### src/rtl/grid_pos_sched_if.sv
// Request/grant and result bundle between the playfield clients and grid_pos_sched.
// Clients drive req/idx through the master modport; the scheduler owns the slave side.
interface grid_pos_sched_if #(
    parameter int N_REQ = 4,
    parameter int IDX_W = 14
);
    localparam int ID_W = (N_REQ > 1) ? $clog2(N_REQ) : 1;

    logic [N_REQ-1:0]       req;
    logic [N_REQ*IDX_W-1:0] idx;
    logic [N_REQ-1:0]       gnt;
    logic                   busy;
    logic                   out_valid;
    logic [ID_W-1:0]        out_id;
    logic [4:0]             out_row;
    logic [4:0]             out_col;
    logic                   out_err;

    modport master (
        output req, idx,
        input  gnt, busy, out_valid, out_id, out_row, out_col, out_err
    );

    modport slave (
        input  req, idx,
        output gnt, busy, out_valid, out_id, out_row, out_col, out_err
    );
endinterface

### src/rtl/grid_pos_sched.sv
// Round-robin scheduler that converts a linear playfield index into row/column
// by repeated subtraction of COLS, returning one tagged result per grant.
module grid_pos_sched #(
    parameter int N_REQ = 4,
    parameter int IDX_W = 14,
    parameter int COLS  = 31,
    parameter int ROWS  = 23
) (
    input logic             clk,
    input logic             rst_n,
    grid_pos_sched_if.slave bus
);
    localparam int ID_W = (N_REQ > 1) ? $clog2(N_REQ) : 1;
    localparam int RC_W = 5;
    localparam logic [IDX_W-1:0] CELLS    = IDX_W'(ROWS * COLS);
    localparam logic [IDX_W-1:0] COLS_V   = IDX_W'(COLS);
    localparam logic [ID_W-1:0]  LAST_RST = ID_W'(N_REQ - 1);

    typedef enum logic [1:0] {IDLE, DIV, DONE} state_t;

    state_t            state_q, state_d;
    logic [ID_W-1:0]   last_q, last_d;
    logic [ID_W-1:0]   id_q, id_d;
    logic [IDX_W-1:0]  rem_q, rem_d;
    logic [RC_W-1:0]   row_q, row_d;
    logic [N_REQ-1:0]  gnt_q, gnt_d;
    logic              out_valid_q, out_valid_d;
    logic [ID_W-1:0]   out_id_q, out_id_d;
    logic [RC_W-1:0]   out_row_q, out_row_d;
    logic [RC_W-1:0]   out_col_q, out_col_d;
    logic              out_err_q, out_err_d;

    logic              win_found;
    logic [ID_W-1:0]   win_id;
    logic [IDX_W-1:0]  win_idx;
    int                cand;

    // Search starts just after the previous winner so every waiter is reached within N_REQ grants.
    always_comb begin
        win_found = 1'b0;
        win_id    = '0;
        cand      = 0;
        for (int off = 1; off <= N_REQ; off++) begin
            cand = int'(last_q) + off;
            if (cand >= N_REQ) begin
                cand = cand - N_REQ;
            end
            if (!win_found && bus.req[cand]) begin
                win_found = 1'b1;
                win_id    = ID_W'(cand);
            end
        end
        win_idx = bus.idx[int'(win_id)*IDX_W +: IDX_W];
    end

    always_comb begin
        state_d     = state_q;
        last_d      = last_q;
        id_d        = id_q;
        rem_d       = rem_q;
        row_d       = row_q;
        gnt_d       = '0;
        out_valid_d = 1'b0;
        out_id_d    = out_id_q;
        out_row_d   = out_row_q;
        out_col_d   = out_col_q;
        out_err_d   = out_err_q;

        case (state_q)
            IDLE: begin
                if (win_found) begin
                    gnt_d[win_id] = 1'b1;
                    last_d        = win_id;
                    id_d          = win_id;
                    rem_d         = win_idx;
                    row_d         = '0;
                    // Out-of-range indices skip the divider and report in the grant cycle.
                    if (win_idx >= CELLS) begin
                        state_d     = DONE;
                        out_valid_d = 1'b1;
                        out_err_d   = 1'b1;
                        out_row_d   = '0;
                        out_col_d   = '0;
                        out_id_d    = win_id;
                    end else begin
                        state_d = DIV;
                    end
                end
            end
            DIV: begin
                if (rem_q >= COLS_V) begin
                    rem_d = rem_q - COLS_V;
                    row_d = row_q + 1'b1;
                end else begin
                    state_d     = DONE;
                    out_valid_d = 1'b1;
                    out_row_d   = row_q;
                    out_col_d   = rem_q[RC_W-1:0];
                    out_err_d   = 1'b0;
                    out_id_d    = id_q;
                end
            end
            DONE: begin
                state_d = IDLE;
            end
            default: begin
                state_d = IDLE;
            end
        endcase
    end

    always_ff @(posedge clk or negedge rst_n) begin
        if (!rst_n) begin
            state_q     <= IDLE;
            last_q      <= LAST_RST;
            id_q        <= '0;
            rem_q       <= '0;
            row_q       <= '0;
            gnt_q       <= '0;
            out_valid_q <= 1'b0;
            out_id_q    <= '0;
            out_row_q   <= '0;
            out_col_q   <= '0;
            out_err_q   <= 1'b0;
        end else begin
            state_q     <= state_d;
            last_q      <= last_d;
            id_q        <= id_d;
            rem_q       <= rem_d;
            row_q       <= row_d;
            gnt_q       <= gnt_d;
            out_valid_q <= out_valid_d;
            out_id_q    <= out_id_d;
            out_row_q   <= out_row_d;
            out_col_q   <= out_col_d;
            out_err_q   <= out_err_d;
        end
    end

    assign bus.gnt       = gnt_q;
    assign bus.busy      = (state_q != IDLE);
    assign bus.out_valid = out_valid_q;
    assign bus.out_id    = out_id_q;
    assign bus.out_row   = out_row_q;
    assign bus.out_col   = out_col_q;
    assign bus.out_err   = out_err_q;
endmodule

### src/flat_wrapper.sv
// flat-port wrapper written by rule: the top's interface ports become plain ports
module grid_pos_sched_flat 
#(
    parameter int N_REQ = 4,
    parameter int IDX_W = 14,
    parameter int COLS  = 31,
    parameter int ROWS  = 23
)
  (clk, rst_n, bus_req, bus_idx, bus_gnt, bus_busy, bus_out_valid, bus_out_id, bus_out_row, bus_out_col, bus_out_err);
  grid_pos_sched_if #(.N_REQ(N_REQ), .IDX_W(IDX_W)) bus_i ();
  input logic clk;
  input logic rst_n;
  input wire logic [$bits(bus_i.req)-1:0] bus_req;
  input wire logic [$bits(bus_i.idx)-1:0] bus_idx;
  output wire logic [$bits(bus_i.gnt)-1:0] bus_gnt;
  output wire logic [$bits(bus_i.busy)-1:0] bus_busy;
  output wire logic [$bits(bus_i.out_valid)-1:0] bus_out_valid;
  output wire logic [$bits(bus_i.out_id)-1:0] bus_out_id;
  output wire logic [$bits(bus_i.out_row)-1:0] bus_out_row;
  output wire logic [$bits(bus_i.out_col)-1:0] bus_out_col;
  output wire logic [$bits(bus_i.out_err)-1:0] bus_out_err;
  assign bus_i.req = bus_req;
  assign bus_i.idx = bus_idx;
  assign bus_gnt = bus_i.gnt;
  assign bus_busy = bus_i.busy;
  assign bus_out_valid = bus_i.out_valid;
  assign bus_out_id = bus_i.out_id;
  assign bus_out_row = bus_i.out_row;
  assign bus_out_col = bus_i.out_col;
  assign bus_out_err = bus_i.out_err;
  grid_pos_sched #(.N_REQ(N_REQ), .IDX_W(IDX_W), .COLS(COLS), .ROWS(ROWS)) u_core (.clk(clk), .rst_n(rst_n), .bus(bus_i));
endmodule
### config.mk
export PLATFORM = sky130hd
export DESIGN_NAME = grid_pos_sched_flat
export DESIGN_NICKNAME = d
export VERILOG_FILES = /design/src/rtl/grid_pos_sched_if.sv /design/src/rtl/grid_pos_sched.sv /design/src/flat_wrapper.sv
export SDC_FILE = /design/constraint.sdc
export NUM_CORES = 1
export LEC_CHECK = 0
export ABC_AREA = 1
export CORE_UTILIZATION = 50
export DETAILED_ROUTE_END_ITERATION = 12
export HOLD_SLACK_MARGIN = 0.02
export PLACE_DENSITY = 0.82
export SLEW_MARGIN = 15
export SYNTH_ARGS = -nofsm -noshare
export SYNTH_HDL_FRONTEND = slang
export SYNTH_SLANG_ARGS = --single-unit
### constraint.sdc
create_clock -name clk -period 6.6 [get_ports clk]
set_input_delay 0.99 -clock clk [delete_from_list [all_inputs] [get_ports clk]]
set_output_delay 0.99 -clock clk [all_outputs]
set_load 0.005 [all_outputs]
==> qor.csv, run 1 <==
metric,value,unit
DIE AREA,6560,um^2
Total Wirelength,7440,um
die height,81.0,um
CTS sink cnt,43,
clock buffer depth,2,
multi-input logic area,1710,um^2
vias per cell,5.32,
crit start category,input pin,
Resize count post-CTS,0,
fin nets,585,
Sw Pwr,1.13,mW
H-tree depth,2,
DRT antenna net count,0,
Yosys cell types,39,
Hold Fails Final Rpt,0,
power share of the clock group,0.087,
number of diodes,0,
CP arrival,3.90,ns
layout cells sized above 1,0.111,
WS Path Type,in2reg,
Synth Area in Compound Gates,0.0935,
"Seq/Total Area, Yosys",0.346,
fin crit share,0.560,
run status,"complete, no violations",
Synth Warn #,0,
Initial Util,0.524,
Post-CTS Hold Buffers,0,
post-synthesis mux area share,0,
Filler Cell Count,544,
register share of total power,0.212,
IO Pins,81,
final setup fails,0,
xor/xnor share of the synthesized area,0.0112,
most frequent cells in the layout,"nand2_1, clkdlybuf4s50_1, inv_1",
initial antenna violation count,0,
Final Max Tran Viols,0,
pin count of the biggest net entering global routing,44,
Layout Skew,0.0117,ns
Max Clock Freq,271,MHz
Chip Width,81.0,um
postcts setup bufs,0,
Pwr Density,515,nW/um^2
routability cong.,0.829,
drt pass-1 iters,5,
per-cell routed wire length,12.5,um
CTS Buf Count,5,
row count,28,
vias,3176,
Max Cap Viol,0,
relative slew slack,0.376,
required time worst endpoint,6.80,ns
Post-Syn Nets,519,
crit path max fanout,23,
core box area,5960,um^2
worst hold path class,reg2reg,
area delta synth->final,26.7,%
DR iter-0 viols,205,
overall power,2.04,mW
TritonCTS clock tree,yes,
clock slew at reported path FFs,0.08,ns
Sw Ratio,0.554,
WHS Path Cells,2,
synthesized area,3120,um^2
IO buf count,80,
first-pass GRT wire length,12400,um
Period minus WS final,3.69,ns
Setup crit end kind,flip-flop,
"commonest non-fill, non-tap cell in the layout",nand2_1,
Internal Dissipation,0.908,mW
Mean Syn Cell Area,6.86,um^2
Gate power share,0.700,
Adder-Cell Fraction of Synth Area,0.00802,
number of global-route vias before repair,2827,
largest family of logic cells by synthesized area,simple AND/OR/NAND/NOR gates,
CTS root buffer,clkbuf_8,
Max VDD drop,344,uV
Fin Setup TNS,0,ns
DP Wirelength,5600,um
post-synthesis register bit count,43,
GRT Total Usage,0.243,
Leakage,1.97,nW
RSZ-0062 raised after global routing,no,
R2R Setup Slk,3.36,ns
gr ovfl total,0,
post-synthesis simple-gate area fraction,0.434,
register area,1080,um^2
latest clock arrival within the worst-skew pair,0.30,ns
DRC,0,
cells after synthesis,455,
reg2reg path depth,11,
worst slew pin tran,0.936,ns
-- logic make-up after synthesis --
kind of cell,count (synthesis)
simple gates,288
buf+inv,67
compound gates,51
flops,43
xor+xnor,4
fa+ha+maj,2
-- critical path, stage by stage --
cell             delay (ns)
clkdlybuf4s50_1        0.49
nand2_1                0.10
a21oi_1                0.24
a21oi_1                0.12
nand3_4                0.28
nand2_1                0.26
nand2_1                0.56
inv_1                  0.38
a31oi_1                0.24
o21ai_0                0.11
o21ai_0                0.10
-- state kept, by name, summed over array words and instances, names as in the netlist --
signal                count
u_core.bus.out_col        5
u_core.id_q               2
u_core.state_q            2
u_core.bus.out_err        1
u_core.rem_q             14
u_core.bus.out_id         2
u_core.bus.out_valid      1
u_core.bus.gnt            4
u_core.row_q              5
u_core.bus.out_row        5
u_core.last_q             2
-- final cells by class --
class,count,area share
timing repair buffer,80,0.201
clock buffer,6,0.0209
tap,75,0.0237
sequential,43,0.273
clock inverter,2,0.00412
multi-input combinational,345,0.431
inverter,46,0.0456
-- cell usage after synthesis, drive strengths merged --
master	n	share of area
a221oi	1	0.0028
o22a	1	0.0028
ha	2	0.0080
nand2	180	0.25
a21boi	1	0.0024
o311ai	2	0.0056
nand3b	3	0.0072
a21oi	8	0.013
nor3	9	0.014
nand4	15	0.032
clkbuf	9	0.011
and3	1	0.0020
o31ai	2	0.0048
nor2	43	0.055
xnor2	1	0.0028
a22oi	1	0.0024
buf	12	0.039
nand3	37	0.071
o21ai	26	0.042
dfstp	2	0.017
inv	46	0.058
a31oi	6	0.012
o22ai	3	0.0060
xor2	3	0.0084
dfrtp	41	0.33
-- path summary, 6_finish.rpt --
check	endpoint	start
min reg2reg	u_core.bus.out_row[3]	u_core.bus.out_row[3]
max	u_core.rem_q[10]	bus_req[3]
max in group asynchronous	u_core.rem_q[0]	rst_n
max reg2reg	u_core.rem_q[12]	u_core.last_q[0]
min	u_core.bus.out_row[3]	u_core.bus.out_row[3]
min in group asynchronous	u_core.row_q[3]	rst_n
-- power groups by stage --
stage | registers, mW | logic (mW) | clock network (mW)
5_1_grt | 0.444 | 1.62 | 0.196
3_5_place_dp | 0.436 | 1.41 | 0
4_1_cts | 0.431 | 1.42 | 0.181
2_1_floorplan | 0.411 | 1.23 | 0
6_report | 0.432 | 1.43 | 0.178
3_3_place_gp | 0.433 | 1.37 | 0
-- stage by stage --
step / util / cells / hold slack [ns] / area (um^2) / setup WS [ns]
2_1_floorplan: - / 455 / 0.449 / 3120 / 3.84
3_3_place_gp: 0.647 / 589 / 0.454 / 3850 / 2.61
3_5_place_dp: 0.647 / 589 / 0.466 / 3850 / 2.70
4_1_cts: 0.664 / 597 / 0.487 / 3950 / 2.96
5_1_grt: 0.664 / 597 / 0.499 / 3950 / 2.68
6_report: 0.664 / 597 / 0.482 / 3950 / 2.91
-- per-layer routing --
| layer | wire, um | up-vias | GRT usage | part of all wire |
|---|---|---|---|---|
| li1 | - | 1601 | - | - |
| met1 | 3340 | 1447 | 0.319 | 0.45 |
| met2 | 3580 | 122 | 0.408 | 0.48 |
| met3 | 466 | 6 | 0.0506 | 0.063 |
| met4 | 55 | 0 | 0.0554 | 0.0074 |
| met5 | 0 | - | 0 | 0 |
No activity file was read; power rests on OpenSTA's default activity.
==> run 2, diff against run 1 <==
==> constraint.sdc (replaced) <==
create_clock -name clk -period 3.4 [get_ports clk]
set_input_delay 0.51 -clock clk [delete_from_list [all_inputs] [get_ports clk]]
set_output_delay 0.51 -clock clk [all_outputs]
set_load 0.005 [all_outputs]
==> run 2 against run 1 <==
  * Combinational power up 100%
  * Sequential share of layout area down 0.46 points
  * Non-clock buffer count up 6
  * Design area up 1.7%
  * Register-to-register slack worse by 2.9 ns
  * Critical path depth unchanged
==> qor.csv, run 2 (same netlist as run 1, synthesis figures left out) <==
metric,value,unit
vias,3222,
number of global-route vias before repair,2958,
Placement Cell Area,3900,um^2
DRC,0,
Leakage,2.01,nW
GRT Total Usage,0.257,
CP arrival,3.13,ns
layout cells sized above 1,0.121,
Most common cell on crit path,nand2_1,
clock slew at reported path FFs,0.08,ns
multi-input logic area,1710,um^2
CTS sink cnt,43,
per-cell routed wire length,12.8,um
latest clock arrival within the worst-skew pair,0.30,ns
Largest Register,u_core.rem_q,
RSZ-0062 raised after global routing,no,
Max Clock Freq,345,MHz
"commonest non-fill, non-tap cell in the layout",nand2_1,
Filler Cell Count,523,
initial antenna violation count,0,
area delta synth->final,28.9,%
vias per cell,5.34,
Setup crit end kind,flip-flop,
CP max stage delay,0.67,ns
Max VDD drop,634,uV
row count,28,
number of diodes,0,
register area,1080,um^2
Resize count post-CTS,0,
Hold Fails Final Rpt,0,
worst-path cell chain,nand2_1 -> a21oi_1 -> a21oi_1 -> nand3_4 -> buf_4 -> nand2_1 -> nand2_1 -> inv_1 -> a31oi_1 -> o21ai_0 -> o21ai_0,
first-pass GRT wire length,13100,um
Layout Skew,0.00326,ns
Max Cap Viol,0,
DP Wirelength,5890,um
Initial Util,0.524,
Pwr Density,1030,nW/um^2
fin crit share,0.853,
DIE AREA,6560,um^2
pin count of the biggest net entering global routing,44,
CTS root buffer,clkbuf_8,
Post-CTS Hold Buffers,0,
run status,"complete, no violations",
slowest CP cell,dfstp_2,
required time worst endpoint,3.62,ns
final setup fails,0,
crit path max fanout,22,
most frequent cells in the layout,"nand2_1, clkdlybuf4s50_1, inv_1",
post-route insts no fill,603,
Period minus WS final,2.90,ns
DR iter-0 viols,241,
WS Path Type,reg2reg,
CTS Buf Count,5,
cell area after layout,4020,um^2
DRT antenna net count,0,
die height,81.0,um
Total Wirelength,7720,um
worst hold slack,0.343,ns
worst slew pin tran,0.927,ns
Cells after DPL,595,
clock buffer depth,2,
IO buf count,80,
max FFs per register,14,
crit start category,flip-flop,
worst hold path class,in2async,
routability cong.,0.904,
relative slew slack,0.382,
drt pass-1 iters,5,
IO Pins,81,
H-tree depth,2,
fin nets,591,
Final Max Tran Viols,0,
Chip Width,81.0,um
postcts setup bufs,0,
core box area,5960,um^2
Fin Setup TNS,0,ns
gr ovfl total,0,
TritonCTS clock tree,yes,
[run 2: per-stage QoR]
step,utilization,total power [mW],worst slack [ns]
2_1_floorplan,-,3.19,0.967
3_3_place_gp,0.655,3.59,0.280
3_5_place_dp,0.655,3.70,0.282
4_1_cts,0.675,4.13,0.550
5_1_grt,0.675,4.58,0.237
6_report,0.675,4.15,0.499
[run 2: critical path, delay by kind of cell (launching register included)]
family,cells,cell delay (ns)
AOI/OAI and AO/OA,5,0.88
buffers and inverters,2,0.53
DFF,1,0.67
and+or+nand+nor,4,0.74
[run 2: layout make-up]
type                    instances  area share
multi-input cells             345       0.424
flip-flops and latches         43       0.268
repair buffers                 86       0.209
inverters                      46      0.0448
well taps                      75      0.0233
clock buffers                   6      0.0205
clock inverters                 2     0.00965
[run 2: final timing paths]
path                                        from                     to  slack (ns)  cells past startpoint
setup reg to reg                u_core.last_q[0]       u_core.rem_q[10]        0.50                     11
max in group asynchronous                  rst_n        u_core.rem_q[4]        2.49                      1
hold reg to reg            u_core.bus.out_row[3]  u_core.bus.out_row[3]        0.48                      2
hold / removal                             rst_n   u_core.bus.out_valid        0.34                      1
min in group clk           u_core.bus.out_row[3]  u_core.bus.out_row[3]        0.48                      2
setup / recovery                u_core.last_q[0]       u_core.rem_q[10]        0.50                     11
[run 2: per-layer routing]
| metal | vias to the layer above | global-route usage | wire, um |
|---|---|---|---|
| met5 | - | 0 | 0 |
| li1 | 1605 | - | - |
| met2 | 123 | 0.436 | 3700 |
| met1 | 1481 | 0.325 | 3400 |
| met4 | 0 | 0.0839 | 138 |
| met3 | 13 | 0.0528 | 476 |
[run 2: report_power, final]
part	switching [mW]	internal [mW]	total, mW	leakage [nW]
sequential	0.149	0.694	0.843	0.551
combinational	1.91	0.972	2.88	1.40
clock	0.182	0.242	0.423	0.0618
total	2.24	1.91	4.15	2.01
==> run 3, diff against run 2 <==
--- a/config.mk
+++ b/config.mk
@@ -7,6 +7,7 @@
 export LEC_CHECK = 0
 export ABC_AREA = 1
 export CORE_UTILIZATION = 50
+export CTS_CLUSTER_DIAMETER = 40
 export DETAILED_ROUTE_END_ITERATION = 12
 export HOLD_SLACK_MARGIN = 0.02
 export PLACE_DENSITY = 0.82
@@ -14,3 +15,4 @@
 export SYNTH_ARGS = -nofsm -noshare
 export SYNTH_HDL_FRONTEND = slang
 export SYNTH_SLANG_ARGS = --single-unit
+export TNS_END_PERCENT = 10
==> results of run 3 <==
Same layout as run 2: the final DEF is identical, and so are final timing and power.
